File: src/rtl/cpu_pkg.sv
// Shared back-end definitions: default datapath/tag widths and the per-source
// operand bundle (value, producer tag, pending bit) passed from rename to dispatch.
package cpu_pkg;

    localparam int XLEN_DEF = 32;
    localparam int TW_DEF   = 3;

    typedef struct packed {
        logic [XLEN_DEF-1:0] v;
        logic [TW_DEF-1:0]   q;
        logic                b;
    } operand_t;

endpackage

File: src/rtl/rename_regfile_if.sv
// Issue / commit / operand-output bundle of the rename register file.
// master drives issue, commit and downstream ready; slave is the register file.
interface rename_regfile_if
    import cpu_pkg::*;
#(
    parameter int XLEN = XLEN_DEF,
    parameter int NREG = 32,
    parameter int TW   = TW_DEF
);
    localparam int RB = $clog2(NREG);

    logic            en;
    logic            flush_i;

    logic            is_valid_i;
    logic            is_ready_o;
    logic [RB-1:0]   is_rs1_i;
    logic [RB-1:0]   is_rs2_i;
    logic [RB-1:0]   is_rd_i;
    logic            is_we_i;
    logic [TW-1:0]   is_tag_i;

    logic            cm_valid_i;
    logic [RB-1:0]   cm_rd_i;
    logic [TW-1:0]   cm_tag_i;
    logic [XLEN-1:0] cm_data_i;

    logic            out_valid_o;
    logic            out_ready_i;
    logic [XLEN-1:0] out_vj_o;
    logic [XLEN-1:0] out_vk_o;
    logic [TW-1:0]   out_qj_o;
    logic [TW-1:0]   out_qk_o;
    logic            out_bj_o;
    logic            out_bk_o;
    logic [TW-1:0]   out_tag_o;

    modport master (
        output en, flush_i,
        output is_valid_i, is_rs1_i, is_rs2_i, is_rd_i, is_we_i, is_tag_i,
        input  is_ready_o,
        output cm_valid_i, cm_rd_i, cm_tag_i, cm_data_i,
        input  out_valid_o, out_vj_o, out_vk_o, out_qj_o, out_qk_o,
        input  out_bj_o, out_bk_o, out_tag_o,
        output out_ready_i
    );

    modport slave (
        input  en, flush_i,
        input  is_valid_i, is_rs1_i, is_rs2_i, is_rd_i, is_we_i, is_tag_i,
        output is_ready_o,
        input  cm_valid_i, cm_rd_i, cm_tag_i, cm_data_i,
        output out_valid_o, out_vj_o, out_vk_o, out_qj_o, out_qk_o,
        output out_bj_o, out_bk_o, out_tag_o,
        input  out_ready_i
    );

endinterface

File: src/rtl/rf_src_read.sv
// Combinational lookup of one source operand: x0, same-cycle commit bypass,
// or the architectural/rename arrays.
module rf_src_read
    import cpu_pkg::*;
#(
    parameter int XLEN = XLEN_DEF,
    parameter int NREG = 32,
    parameter int TW   = TW_DEF
) (
    input  logic [$clog2(NREG)-1:0] rs,
    input  logic                    cm_act,
    input  logic [$clog2(NREG)-1:0] cm_rd,
    input  logic [TW-1:0]           cm_tag,
    input  logic [XLEN-1:0]         cm_data,
    input  logic [XLEN-1:0]         regs [NREG],
    input  logic [NREG-1:0]         busy,
    input  logic [TW-1:0]           tags [NREG],
    output logic [XLEN-1:0]         v,
    output logic [TW-1:0]           q,
    output logic                    b
);
    localparam int RB = $clog2(NREG);
    localparam logic [RB-1:0] X0_IDX = {RB{1'b0}};

    // Priority: x0 constant, then the committing value, then stored state.
    always_comb begin
        v = {XLEN{1'b0}};
        q = {TW{1'b0}};
        b = 1'b0;
        if (rs == X0_IDX) begin
            v = {XLEN{1'b0}};
            q = {TW{1'b0}};
            b = 1'b0;
        end else if (cm_act && (cm_rd == rs)) begin
            // Value comes from the commit; only a younger rename keeps it pending.
            v = cm_data;
            q = tags[rs];
            b = busy[rs] && (tags[rs] != cm_tag);
        end else begin
            v = regs[rs];
            q = tags[rs];
            b = busy[rs];
        end
    end

endmodule

File: src/rtl/rename_regfile.sv
// Architectural register file with per-register busy/ROB-tag rename state,
// commit bypass, flush and a registered, commit-snooping operand output stage.
module rename_regfile
    import cpu_pkg::*;
#(
    parameter int XLEN = XLEN_DEF,
    parameter int NREG = 32,
    parameter int TW   = TW_DEF
) (
    input logic             clk,
    input logic             rst,
    rename_regfile_if.slave bus
);
    localparam int RB = $clog2(NREG);
    localparam logic [RB-1:0] X0_IDX = {RB{1'b0}};

    logic [XLEN-1:0] regs_r [NREG];
    logic [NREG-1:0] busy_r;
    logic [TW-1:0]   tag_r  [NREG];

    logic            out_valid_r;
    logic [XLEN-1:0] out_vj_r;
    logic [XLEN-1:0] out_vk_r;
    logic [TW-1:0]   out_qj_r;
    logic [TW-1:0]   out_qk_r;
    logic            out_bj_r;
    logic            out_bk_r;
    logic [TW-1:0]   out_tag_r;

    logic            commit_s;
    logic            flush_s;
    logic            ready_s;
    logic            accept_s;
    logic            rename_s;
    logic [XLEN-1:0] src_vj_s;
    logic [XLEN-1:0] src_vk_s;
    logic [TW-1:0]   src_qj_s;
    logic [TW-1:0]   src_qk_s;
    logic            src_bj_s;
    logic            src_bk_s;

    // Qualified control strobes; x0 commits and renames are discarded here.
    always_comb begin
        commit_s = bus.en && bus.cm_valid_i && (bus.cm_rd_i != X0_IDX);
        flush_s  = bus.en && bus.flush_i;
        ready_s  = bus.en && !bus.flush_i && (!out_valid_r || bus.out_ready_i);
        accept_s = bus.is_valid_i && ready_s;
        rename_s = accept_s && bus.is_we_i && (bus.is_rd_i != X0_IDX);
    end

    rf_src_read #(.XLEN(XLEN), .NREG(NREG), .TW(TW)) u_src_j (
        .rs      (bus.is_rs1_i),
        .cm_act  (commit_s),
        .cm_rd   (bus.cm_rd_i),
        .cm_tag  (bus.cm_tag_i),
        .cm_data (bus.cm_data_i),
        .regs    (regs_r),
        .busy    (busy_r),
        .tags    (tag_r),
        .v       (src_vj_s),
        .q       (src_qj_s),
        .b       (src_bj_s)
    );

    rf_src_read #(.XLEN(XLEN), .NREG(NREG), .TW(TW)) u_src_k (
        .rs      (bus.is_rs2_i),
        .cm_act  (commit_s),
        .cm_rd   (bus.cm_rd_i),
        .cm_tag  (bus.cm_tag_i),
        .cm_data (bus.cm_data_i),
        .regs    (regs_r),
        .busy    (busy_r),
        .tags    (tag_r),
        .v       (src_vk_s),
        .q       (src_qk_s),
        .b       (src_bk_s)
    );

    // Committed values land in the architectural array, flush or not.
    always_ff @(posedge clk or negedge rst) begin
        if (!rst) begin
            for (int i = 0; i < NREG; i++) begin
                regs_r[i] <= {XLEN{1'b0}};
            end
        end else if (commit_s) begin
            regs_r[bus.cm_rd_i] <= bus.cm_data_i;
        end
    end

    // Rename state: commit clears only a matching tag; a same-cycle rename wins.
    always_ff @(posedge clk or negedge rst) begin
        if (!rst) begin
            busy_r <= {NREG{1'b0}};
            for (int i = 0; i < NREG; i++) begin
                tag_r[i] <= {TW{1'b0}};
            end
        end else if (flush_s) begin
            busy_r <= {NREG{1'b0}};
        end else begin
            if (commit_s && busy_r[bus.cm_rd_i] && (tag_r[bus.cm_rd_i] == bus.cm_tag_i)) begin
                busy_r[bus.cm_rd_i] <= 1'b0;
            end
            if (rename_s) begin
                busy_r[bus.is_rd_i] <= 1'b1;
                tag_r[bus.is_rd_i]  <= bus.is_tag_i;
            end
        end
    end

    // Output register: load on accept, drain on ready, snoop commits while held.
    always_ff @(posedge clk or negedge rst) begin
        if (!rst) begin
            out_valid_r <= 1'b0;
            out_vj_r    <= {XLEN{1'b0}};
            out_vk_r    <= {XLEN{1'b0}};
            out_qj_r    <= {TW{1'b0}};
            out_qk_r    <= {TW{1'b0}};
            out_bj_r    <= 1'b0;
            out_bk_r    <= 1'b0;
            out_tag_r   <= {TW{1'b0}};
        end else if (flush_s) begin
            out_valid_r <= 1'b0;
        end else if (accept_s) begin
            out_valid_r <= 1'b1;
            out_vj_r    <= src_vj_s;
            out_vk_r    <= src_vk_s;
            out_qj_r    <= src_qj_s;
            out_qk_r    <= src_qk_s;
            out_bj_r    <= src_bj_s;
            out_bk_r    <= src_bk_s;
            out_tag_r   <= bus.is_tag_i;
        end else if (bus.en) begin
            if (bus.out_ready_i) begin
                out_valid_r <= 1'b0;
            end else begin
                if (commit_s && out_valid_r && out_bj_r && (out_qj_r == bus.cm_tag_i)) begin
                    out_vj_r <= bus.cm_data_i;
                    out_bj_r <= 1'b0;
                end
                if (commit_s && out_valid_r && out_bk_r && (out_qk_r == bus.cm_tag_i)) begin
                    out_vk_r <= bus.cm_data_i;
                    out_bk_r <= 1'b0;
                end
            end
        end
    end

    assign bus.is_ready_o  = ready_s;
    assign bus.out_valid_o = out_valid_r;
    assign bus.out_vj_o    = out_vj_r;
    assign bus.out_vk_o    = out_vk_r;
    assign bus.out_qj_o    = out_qj_r;
    assign bus.out_qk_o    = out_qk_r;
    assign bus.out_bj_o    = out_bj_r;
    assign bus.out_bk_o    = out_bk_r;
    assign bus.out_tag_o   = out_tag_r;

endmodule

File: src/flat_wrapper.sv
// flat-port wrapper written by rule: the top's interface ports become plain ports
module rename_regfile_flat import cpu_pkg::*;
#(
    parameter int XLEN = XLEN_DEF,
    parameter int NREG = 32,
    parameter int TW   = TW_DEF
)
  (clk, rst, bus_en, bus_flush_i, bus_is_valid_i, bus_is_rs1_i, bus_is_rs2_i, bus_is_rd_i, bus_is_we_i, bus_is_tag_i, bus_is_ready_o, bus_cm_valid_i, bus_cm_rd_i, bus_cm_tag_i, bus_cm_data_i, bus_out_valid_o, bus_out_vj_o, bus_out_vk_o, bus_out_qj_o, bus_out_qk_o, bus_out_bj_o, bus_out_bk_o, bus_out_tag_o, bus_out_ready_i);
  rename_regfile_if #(.XLEN(XLEN), .NREG(NREG), .TW(TW)) bus_i ();
  input logic clk;
  input logic rst;
  input wire logic [$bits(bus_i.en)-1:0] bus_en;
  input wire logic [$bits(bus_i.flush_i)-1:0] bus_flush_i;
  input wire logic [$bits(bus_i.is_valid_i)-1:0] bus_is_valid_i;
  input wire logic [$bits(bus_i.is_rs1_i)-1:0] bus_is_rs1_i;
  input wire logic [$bits(bus_i.is_rs2_i)-1:0] bus_is_rs2_i;
  input wire logic [$bits(bus_i.is_rd_i)-1:0] bus_is_rd_i;
  input wire logic [$bits(bus_i.is_we_i)-1:0] bus_is_we_i;
  input wire logic [$bits(bus_i.is_tag_i)-1:0] bus_is_tag_i;
  output wire logic [$bits(bus_i.is_ready_o)-1:0] bus_is_ready_o;
  input wire logic [$bits(bus_i.cm_valid_i)-1:0] bus_cm_valid_i;
  input wire logic [$bits(bus_i.cm_rd_i)-1:0] bus_cm_rd_i;
  input wire logic [$bits(bus_i.cm_tag_i)-1:0] bus_cm_tag_i;
  input wire logic [$bits(bus_i.cm_data_i)-1:0] bus_cm_data_i;
  output wire logic [$bits(bus_i.out_valid_o)-1:0] bus_out_valid_o;
  output wire logic [$bits(bus_i.out_vj_o)-1:0] bus_out_vj_o;
  output wire logic [$bits(bus_i.out_vk_o)-1:0] bus_out_vk_o;
  output wire logic [$bits(bus_i.out_qj_o)-1:0] bus_out_qj_o;
  output wire logic [$bits(bus_i.out_qk_o)-1:0] bus_out_qk_o;
  output wire logic [$bits(bus_i.out_bj_o)-1:0] bus_out_bj_o;
  output wire logic [$bits(bus_i.out_bk_o)-1:0] bus_out_bk_o;
  output wire logic [$bits(bus_i.out_tag_o)-1:0] bus_out_tag_o;
  input wire logic [$bits(bus_i.out_ready_i)-1:0] bus_out_ready_i;
  assign bus_i.en = bus_en;
  assign bus_i.flush_i = bus_flush_i;
  assign bus_i.is_valid_i = bus_is_valid_i;
  assign bus_i.is_rs1_i = bus_is_rs1_i;
  assign bus_i.is_rs2_i = bus_is_rs2_i;
  assign bus_i.is_rd_i = bus_is_rd_i;
  assign bus_i.is_we_i = bus_is_we_i;
  assign bus_i.is_tag_i = bus_is_tag_i;
  assign bus_is_ready_o = bus_i.is_ready_o;
  assign bus_i.cm_valid_i = bus_cm_valid_i;
  assign bus_i.cm_rd_i = bus_cm_rd_i;
  assign bus_i.cm_tag_i = bus_cm_tag_i;
  assign bus_i.cm_data_i = bus_cm_data_i;
  assign bus_out_valid_o = bus_i.out_valid_o;
  assign bus_out_vj_o = bus_i.out_vj_o;
  assign bus_out_vk_o = bus_i.out_vk_o;
  assign bus_out_qj_o = bus_i.out_qj_o;
  assign bus_out_qk_o = bus_i.out_qk_o;
  assign bus_out_bj_o = bus_i.out_bj_o;
  assign bus_out_bk_o = bus_i.out_bk_o;
  assign bus_out_tag_o = bus_i.out_tag_o;
  assign bus_i.out_ready_i = bus_out_ready_i;
  rename_regfile #(.XLEN(XLEN), .NREG(NREG), .TW(TW)) u_core (.clk(clk), .rst(rst), .bus(bus_i));
endmodule
File: config.mk
export PLATFORM = sky130hd
export DESIGN_NAME = rename_regfile_flat
export DESIGN_NICKNAME = d
export VERILOG_FILES = /design/src/rtl/cpu_pkg.sv /design/src/rtl/rename_regfile_if.sv /design/src/rtl/rf_src_read.sv /design/src/rtl/rename_regfile.sv /design/src/flat_wrapper.sv
export SDC_FILE = /design/constraint.sdc
export NUM_CORES = 2
export LEC_CHECK = 0
export ABC_CLOCK_PERIOD_IN_PS = 2200
export CAP_MARGIN = 20
export CORE_MARGIN = 2
export CORE_UTILIZATION = 35
export CTS_CLUSTER_SIZE = 10
export DETAILED_ROUTE_END_ITERATION = 7
export PLACE_DENSITY = 0.49
export SLEW_MARGIN = 20
export SYNTH_ARGS = -nofsm -noshare
export SYNTH_HDL_FRONTEND = slang
export SYNTH_SLANG_ARGS = --single-unit
export TNS_END_PERCENT = 30
File: constraint.sdc
create_clock -name clk -period 2.2 [get_ports clk]
set_input_delay 0.44 -clock clk [delete_from_list [all_inputs] [get_ports clk]]
set_output_delay 0.44 -clock clk [all_outputs]
set_load 0.05 [all_outputs]
==> flow_summary.toml <==
[clocking]
numCtsBuffers = 154
insertion_delay_ns = 0.81
cts-root-buf = "clkbuf_16"
h-tree-depth = 4
clockBufferDepth = 3
cts_tree = "built"
clk_pin_slew_worst_paths_ns = 0.05
clock-sinks = 1228

[worst_setup_path]
crit_top_cell = "nor4_4"
worstReg2RegStart = "u_core.tag_r[60]"
crit_family = "simple AND/OR/NAND/NOR gates"
crit_path_end_kind = "register"
required_ns = 2.87
worstSetupStartpointType = "register"
reg2reg_depth = 9
cp_slowest_stage_delay_ns = 0.59
setup.worst_path.class = "register to register"
regToRegEndpoint = "u_core.busy_r[5]"
crit_chain = "mux2i_1 -> o22ai_1 -> nor4_4 -> a21oi_1 -> or4_4 -> buf_4 -> nor4_4 -> buf_12 -> a21oi_2"
slowest_stage = "or4_4"
crit_fanout = 8
rrSetupSlack_ns = -0.36
critPathBufInv = 2
arrival_ns = 3.23

[detailed_routing]
drtPass1Iterations = 5
wl_per_cell_um = 30.7
viasPerCell = 5.92
via_count = 49000
drt_iter0_drc = 3985
drcViolationCount = 0
wirelength_um = 254000
ant_nets = 0

[global_route]
grt_pass1_wl_um = 367000
busiest_layer = "met2"
grt_max_degree = 89
grt_pass1_vias = 49800
use_met2 = 0.417
use_met1 = 0.359
grt.met3_usage = 0.0364
grt_overflow = 0
antenna_found_initial = 0
track_usage = 0.260

[yosys]
synth_top_family_by_area = "multiplexers"
synth_top_area_cell = "dfrtp_1"
synth_top_cells_by_count = "1,228 x dfrtp_1, 1,097 x mux2_2, 582 x mux2i_1"
synth-seq-cells = 1228
synth_ff_type = "dfrtp_1"
synth-edff-count = 0
synth.top_cell.area_share = 0.461
synth_area_leaders = "dfrtp_1 46%, mux2_2 19%, mux4_2 11%"
muxShareOfSynthArea = 0.378
avgSynthCellArea_um2 = 13.1
async_flop_share = 1.00
ys_seq_area_frac = 0.461
yosys.area_share.xor_xnor = 0.00289
netlist_area_um2 = 66700
yosysMostFrequentCell = "dfrtp_1"
yosysWarnings = 0
synth_compound_area_frac = 0.0907
synth.distinct_cells = 62
synthSimpleGateAreaFrac = 0.0333
synth_fp_nets = 5154
syn_inst = 5088
yosys.area_share.adder = 0

[sta]
fin_crit_ns = 2.56
fmax_mhz = 391
tns_ns = -10.58
post-route-period-util = 1.16
tightest_slew_ns = 0.746
setup_viol = 50
drv_slew = 0
hold_viol = 0
grt_setup_unrepaired = "yes"
slew_headroom = 0.502
fin_ws_ns = -0.359
finClkSkew_ns = 0.0273

[placement]
io_buffers = 142
place_congestion = 0.888
hpwl_um = 168000
place_inst = 7999
dp_slack_ns = -1.17

[floorplanning]
die-area_um2 = 194000
fp.dieW_um = 441
core_um2 = 190000
boundaryPins = 143
die_h_um = 441
fp-row-count = 160
start_util = 0.352

[worst_hold_path]
hold_path.class = "input port to asynchronous set/reset pin"

[job]
max_cap_viol_count = 0

[outcome]
violations = "negative setup slack"
status = "finished with violations"

[finish]
finalNetCount = 5740
layout-drive-gt1-share = 0.466
final_cells = 8272
area_growth_pct = 26.0
nFillCells = 17300
final_core_util = 0.443

[power_and_ir_drop]
power_density_nw_per_um2 = 765
power_mw = 64.3
p_leak_nw = 37.4
vdd_drop_max_v = 0.000735
cell type report:
class,count,area [um^2],share of cell area
Clock buffer,217,4400,0.0524
Antenna cell,1,2.50,0.0000298
Multi-Input combinational cell,3300,34700,0.412
Clock inverter,25,284,0.00338
Tap cell,2511,3140,0.0374
Timing Repair Buffer,985,10800,0.129
Sequential cell,1228,30700,0.365
Inverter,5,23.8,0.000283
kinds of logic after synthesis:
group / after synthesis
flops: 1228
xor+xnor: 22
simple gates: 466
mux: 1993
buf+inv: 560
compound gates: 819
power by group:
group	switching (mW)	leakage [nW]	total, mW	internal (mW)
Sequential	2.30	16.3	27.7	25.4
Clock	10.3	2.30	24.3	14.0
Combinational	6.22	18.8	12.4	6.16
Total	18.8	37.4	64.3	45.5
sequential cells by signal (all words and copies together), names as in the netlist:
name                    cells
u_core.bus.out_vk_o        32
u_core.bus.out_qj_o         3
u_core.bus.out_valid_o      1
u_core.bus.out_bj_o         1
u_core.bus.out_tag_o        3
u_core.regs_r            1024
u_core.tag_r               96
u_core.bus.out_qk_o         3
u_core.busy_r              32
u_core.bus.out_bk_o         1
u_core.bus.out_vj_o        32
repair_timing:
item / in CTS / in global routing
resized for setup: 257 / 38
buffers inserted: 19 / 8
endpoints found under the hold margin: 740 / 0
hold buffers: 1 / 0
gates cloned: 3 / 0
pin swaps: 29 / 13
endpoints found under the setup margin: 384 / 126
cells in the final DEF, fill, tap and decap left out, types with 7 or more instances in the layout:
cell type        Yosys  final
mux2_4               0     36
clkbuf_1           360     35
clkdlybuf4s15_1      0     14
clkinv_8             0      7
o21ai_0             72     49
nand2_1            113    103
nand2b_1             8      7
clkdlybuf4s15_2      0     47
a22o_1               7      7
nor2_4               0     30
o22ai_2              0      9
o22ai_1             30     18
buf_6                3     16
mux4_2             314    314
a32oi_1             23     22
nand3b_1             7      7
a22oi_1            138    137
clkbuf_16            0    157
o21ai_1              2     22
nand2_4              0      9
xnor2_1             14     14
buf_4                2    608
buf_12               0    231
nor2b_1             14      9
nor2_1             204    170
a31oi_1             12     11
clkdlybuf4s50_1      0     49
nand3_1             36     33
clkinv_2             0     11
nor3_1              14     10
o211ai_1           129    129
mux2i_1            582    574
a221oi_1           259    259
dfrtp_1           1228   1228
a21oi_2             16     24
a21oi_1            105     97
mux2_2            1097   1061
clkbuf_8             0     25
worst max-delay path by stage:
| stage | slack (ns) | endpoint | cells after the start | startpoint |
|---|---|---|---|---|
| 6_report | -0.36 | u_core.busy_r[5] | 9 | u_core.tag_r[60] |
| 5_1_grt | -0.37 | u_core.busy_r[26] | 10 | u_core.tag_r[30] |
| 4_1_cts | -0.30 | u_core.busy_r[24] | 9 | u_core.tag_r[48] |
| 3_5_place_dp | -1.17 | u_core.busy_r[28] | 11 | bus_cm_rd_i[2] |
| 3_3_place_gp | -1.54 | u_core.regs_r[363] | 10 | bus_cm_rd_i[2] |
| 2_1_floorplan | -0.51 | u_core.busy_r[10] | 8 | bus_cm_rd_i[2] |
per-stage QoR:
stage / hold WS [ns] / instance area, um^2
after detailed placement: 0.330 / 78600
after global placement: 0.332 / 78500
final: 0.177 / 84100
after CTS: 0.134 / 83900
after floorplan: 0.144 / 67500
after global routing: 0.158 / 84100
metal layers:
metal,wire (um),share of wire
met4,9350,0.037
met1,111000,0.44
met2,119000,0.47
met3,13700,0.054
met5,0,0
Note: power is estimated with default switching activity, not from simulation.
